### src/rtl/multicycle_control_fsm.sv
// Multicycle RV32I control FSM.
// Moore controls are registered from the next state; fetch strobes follow mem_ready.
module multicycle_control_fsm (
    input  logic       clk,
    input  logic       rst_n,
    input  logic [6:0] opcode,
    input  logic       zero,
    input  logic       mem_ready,
    output logic       PCWrite,
    output logic       PCWriteCond,
    output logic       IorD,
    output logic       IRWrite,
    output logic       RegWrite,
    output logic       MemRead,
    output logic       MemWrite,
    output logic       ALUSrcA,
    output logic       PCSource,
    output logic [1:0] MemToReg,
    output logic [1:0] ALUSrcB,
    output logic [1:0] ALUOp,
    output logic [3:0] state_o,
    output logic       illegal_o
);

    typedef enum logic [3:0] {
        FETCH    = 4'd0,
        DECODE   = 4'd1,
        EXEC_R   = 4'd2,
        EXEC_I   = 4'd3,
        MEM_ADDR = 4'd4,
        MEM_RD   = 4'd5,
        MEM_WR   = 4'd6,
        WB_ALU   = 4'd7,
        WB_MEM   = 4'd8,
        BRANCH   = 4'd9,
        JAL      = 4'd10,
        LUI      = 4'd11,
        TRAP     = 4'd12
    } state_t;

    state_t state;
    state_t nxt;
    logic   run;
    logic   is_store;
    logic   jal_pcw;
    logic   fetch_go;

    // zero only matters to the datapath (it gates PCWriteCond there)
    logic   unused_zero;
    assign unused_zero = zero;

    // run holds the machine idle in FETCH for the first edge after reset
    assign fetch_go = run && (state == FETCH) && mem_ready;
    assign IRWrite  = fetch_go;
    assign PCWrite  = jal_pcw | fetch_go;
    assign state_o  = state;

    // Next-state selection
    always_comb begin
        nxt = state;
        if (!run) begin
            nxt = FETCH;
        end else begin
            case (state)
                FETCH:    nxt = mem_ready ? DECODE : FETCH;
                DECODE: begin
                    case (opcode)
                        7'b0110011: nxt = EXEC_R;
                        7'b0010011: nxt = EXEC_I;
                        7'b0000011: nxt = MEM_ADDR;
                        7'b0100011: nxt = MEM_ADDR;
                        7'b1100011: nxt = BRANCH;
                        7'b1101111: nxt = JAL;
                        7'b0110111: nxt = LUI;
                        default:    nxt = TRAP;
                    endcase
                end
                EXEC_R:   nxt = WB_ALU;
                EXEC_I:   nxt = WB_ALU;
                MEM_ADDR: nxt = is_store ? MEM_WR : MEM_RD;
                MEM_RD:   nxt = mem_ready ? WB_MEM : MEM_RD;
                MEM_WR:   nxt = mem_ready ? FETCH : MEM_WR;
                WB_ALU:   nxt = FETCH;
                WB_MEM:   nxt = FETCH;
                BRANCH:   nxt = FETCH;
                JAL:      nxt = FETCH;
                LUI:      nxt = FETCH;
                TRAP:     nxt = TRAP;
                default:  nxt = FETCH;
            endcase
        end
    end

    // State register with Moore controls decoded from the next state
    always_ff @(posedge clk or negedge rst_n) begin
        if (!rst_n) begin
            state       <= FETCH;
            run         <= 1'b0;
            is_store    <= 1'b0;
            jal_pcw     <= 1'b0;
            PCWriteCond <= 1'b0;
            IorD        <= 1'b0;
            RegWrite    <= 1'b0;
            MemRead     <= 1'b0;
            MemWrite    <= 1'b0;
            ALUSrcA     <= 1'b0;
            PCSource    <= 1'b0;
            MemToReg    <= 2'b00;
            ALUSrcB     <= 2'b00;
            ALUOp       <= 2'b00;
            illegal_o   <= 1'b0;
        end else begin
            state <= nxt;
            run   <= 1'b1;
            if (state == DECODE) begin
                is_store <= (opcode == 7'b0100011);
            end
            jal_pcw     <= 1'b0;
            PCWriteCond <= 1'b0;
            IorD        <= 1'b0;
            RegWrite    <= 1'b0;
            MemRead     <= 1'b0;
            MemWrite    <= 1'b0;
            ALUSrcA     <= 1'b0;
            PCSource    <= 1'b0;
            MemToReg    <= 2'b00;
            ALUSrcB     <= 2'b00;
            ALUOp       <= 2'b00;
            illegal_o   <= 1'b0;
            case (nxt)
                FETCH: begin
                    MemRead <= 1'b1;
                    ALUSrcB <= 2'b01;
                end
                DECODE: begin
                    ALUSrcB <= 2'b10;
                end
                EXEC_R: begin
                    ALUSrcA <= 1'b1;
                    ALUOp   <= 2'b10;
                end
                EXEC_I: begin
                    ALUSrcA <= 1'b1;
                    ALUSrcB <= 2'b10;
                    ALUOp   <= 2'b10;
                end
                MEM_ADDR: begin
                    ALUSrcA <= 1'b1;
                    ALUSrcB <= 2'b10;
                end
                MEM_RD: begin
                    MemRead <= 1'b1;
                    IorD    <= 1'b1;
                end
                MEM_WR: begin
                    MemWrite <= 1'b1;
                    IorD     <= 1'b1;
                end
                WB_ALU: begin
                    RegWrite <= 1'b1;
                end
                WB_MEM: begin
                    RegWrite <= 1'b1;
                    MemToReg <= 2'b01;
                end
                BRANCH: begin
                    ALUSrcA     <= 1'b1;
                    ALUOp       <= 2'b01;
                    PCWriteCond <= 1'b1;
                    PCSource    <= 1'b1;
                end
                JAL: begin
                    RegWrite <= 1'b1;
                    MemToReg <= 2'b10;
                    jal_pcw  <= 1'b1;
                    PCSource <= 1'b1;
                end
                LUI: begin
                    RegWrite <= 1'b1;
                    MemToReg <= 2'b11;
                end
                TRAP: begin
                    illegal_o <= 1'b1;
                end
                default: ;
            endcase
        end
    end

endmodule
### config.mk
export PLATFORM = sky130hd
export DESIGN_NAME = multicycle_control_fsm
export DESIGN_NICKNAME = d
export VERILOG_FILES = /design/src/rtl/multicycle_control_fsm.sv
export SDC_FILE = /design/constraint.sdc
export NUM_CORES = 1
export LEC_CHECK = 0
export ABC_AREA = 1
export CORE_MARGIN = 4
export CORE_UTILIZATION = 46
export CTS_CLUSTER_SIZE = 28
export DETAILED_ROUTE_END_ITERATION = 10
export HOLD_SLACK_MARGIN = 0.08
export PLACE_DENSITY = 0.78
export SLEW_MARGIN = 20
export SYNTH_ARGS = -nofsm -noshare
export SYNTH_HDL_FRONTEND = slang
export SYNTH_SLANG_ARGS = --single-unit
### constraint.sdc
create_clock -name clk -period 2.1 [get_ports clk]
set_clock_uncertainty 0.2 [all_clocks]
set_input_delay 0.315 -clock clk [delete_from_list [all_inputs] [get_ports clk]]
set_output_delay 0.315 -clock clk [all_outputs]
set_load 0.05 [all_outputs]
==> flow_metrics.tcl <==
set metrics [dict create \
    arrival_ns 1.49 \
    die-area_um2 3210 \
    critical_path_class "reg2out" \
    cts_buffers 3 \
    synth-seq-area-share_pct 48.3 \
    required_ns 1.58 \
    antenna_left 0 \
    hold_class "in2async" \
    worstSetupStartpointType "flop" \
    drive_gt1_share_pct 24.0 \
    power_frac_comb_pct 55.8 \
    multiInputGateArea_um2 485 \
    start_util_pct 48.7 \
    synth_edf_count 0 \
    power_frac_clock_pct 11.8 \
    seq_power_share_pct 32.4 \
    worstMarginPinSlew_ns 0.516 \
    fillers 182 \
    synth.most_common_cell "nand2_1" \
    grt-ovfl-total 0 \
    cp_slowest_cell "dfrtp_2" \
    detailedPlace.worstSlack_ns -0.0368 \
    area_growth_pct 37.5 \
    cts.sinks 21 \
    grt_pass1_vias 910 \
    period_minus_slack_ns 2.00 \
    synth_area_um2 1090 \
    syn-num-nets 143 \
    holdBufCountCts 0 \
    path_cells "nor2_4 -> nand3_2 -> nor2_4 -> or2_4 -> buf_12" \
    die_w_um 56.6 \
    p_sw_uw 776 \
    seq_area_um2 527 \
    synthArstFlopShare_pct 100 \
    wire_per_inst_um 11.8 \
    startpoint "state_o[0]" \
    rows 17 \
    nets 179 \
    grt_max_degree 22 \
    fin_crit_sh_pct 95.5 \
    setup_viol 0 \
    synth_warnings 0 \
    critPathMaxStageDelay_ns 0.47 \
    internal_power_uw 854 \
    clk_latency_ns 0.30 \
    outcome "finished, final reports clean" \
    antenna_found_initial 0 \
    drt_wl_total_um 2300 \
    vdd_drop_max_mv 0.821 \
    drt-pass1-iter-count 4 \
    relSlewSlack_pct 65.6 \
    cp_max_fo 6 \
    synth.avg_cell_area_um2 8.24 \
    timing.rr.start "state_o[2]" \
    slew_viol_final 0 \
    grt_pass1_wl_um 3840 \
    n_antenna_cell 0 \
    drc 0 \
    tns_ns 0 \
    synth_seq_cells 21 \
    setup_ws_ns 0.0955 \
    path_clk_slew_ns 0.11 \
    routed_via_density 4.78 \
    synth.area.top_cells "dfrtp_1 48%, nand2_1 9.7%, nand3_1 6.9%" \
    cts_buffer_depth 2 \
    synth_common_cells "28 x nand2_1, 21 x dfrtp_1, 18 x inv_1" \
    leakagePower_uw 0.000807 \
    ioPinCount 31 \
    cts_tree "built" \
    powerDensity_nw_per_um2 1090 \
    fmax_mhz 499 \
    hpwlAfterDp_um 1760 \
    coreArea_um2 2230 \
    path_common_cell "nor2_4" \
    post_cts_buffers 0 \
    yosys.area.top_type_share_pct 48.3 \
    vias 932 \
    drt_iter0_drc 12 \
    synthCells 132 \
    p_sw_share_pct 47.6 \
    drv_cap 0 \
    final_core_util_pct 66.9 \
    finalHoldViolCount 0 \
    synthFlopType "dfrtp_1" \
    synth_cell_types 26 \
    place_congestion 0.819 \
    grt_use_total_pct 15.4 \
    rsz0062_at_grt "no" \
    root_buffer "clkbuf_4" \
    cts-htree-levels 1 \
    die_y_um 56.6 \
    yosysTopAreaCell "dfrtp_1" \
    critPathCaptureType "primary output" \
    numPortBuffers 29 \
    setup.reg_to_reg.worst_slack_ns 0.16 \
]
## placed cells by master (no fill, tap or decap), types with 2 or more instances in the layout
cell type,netlist,layout
buf_12,0,2
buf_4,0,5
clkbuf_4,0,3
clkdlybuf4s50_1,0,23
dfrtp_1,21,20
dlymetal6s2s_1,0,2
inv_1,18,18
inv_2,3,3
nand2_1,28,28
nand2_2,7,7
nand2_4,2,2
nand3_1,15,14
nand3_2,1,2
nor2_1,15,13
nor2_2,5,5
nor2_4,1,3
o21ai_0,2,2
## routing by layer
metal | share of wire [%] | up-vias | GRT usage (%) | routed length [um]
li1 | - | 474 | - | -
met1 | 43 | 421 | 17.8 | 983
met2 | 49 | 29 | 25.7 | 1120
met3 | 5.7 | 8 | 3.68 | 131
met4 | 2.7 | 0 | 8.47 | 63
met5 | 0 | - | 0 | 0
## logic make-up after synthesis
family	share of synthesized area, %
AO/OA/AOI/OAI	5.52
buffers and inverters	9.09
flip-flops	48.3
other	0.345
AND/OR/NAND/NOR	36.7
## power groups by stage
stage	Clock [uW]	Combinational, uW	Sequential [uW]
final	192	910	528
after global placement	0	886	527
after floorplan	0	394	769
after global routing	220	974	538
after CTS	201	907	524
after detailed placement	0	902	533
## area by class of cell
class | instances | share of cell area (%)
clock buffers | 3 | 1.51
clock inverters | 1 | 0.335
inverters | 22 | 5.86
multi-input cells | 88 | 32.5
flip-flops and latches | 21 | 35.2
well taps | 28 | 2.34
repair buffers | 32 | 22.3
## worst max-delay path: cells and delay by family, from the launching register on
kind	cells	cell delay [ns]
buffers and inverters	1	0.13
DFF	1	0.47
and+or+nand+nor	4	0.59
## path summary, 6_finish.rpt
kind	endpoint	cells past startpoint
max in group asynchronous	state_o[0]	2
setup / recovery	PCWrite	5
min in group clk	is_store	2
setup reg to reg	IorD	8
hold reg to reg	is_store	2
hold / removal	ALUOp[0]	2
## state kept, by name, summed over array words and instances (netlist names)
name,flops
MemRead,1
ALUOp,2
MemWrite,1
IorD,1
MemToReg,2
ALUSrcA,1
ALUSrcB,2
PCWriteCond,1
RegWrite,1
PCSource,1
state_o,4
jal_pcw,1
run,1
is_store,1
illegal_o,1
## timing repair
item / in CTS / in global routing
pin swaps: 0 / 0
endpoints found under the setup margin: 1 / 3
resized for setup: 0 / 4
## stage by stage
step	cells	power (uW)	hold WS, ns	area [um2]
global route	195	1730	0.151	1500
CTS	195	1630	0.139	1480
finish	195	1630	0.139	1500
global placement	191	1410	0.361	1450
detailed placement	191	1430	0.363	1450
floorplan	132	1160	-0.181	1100
(Power assumes the default switching activity.)
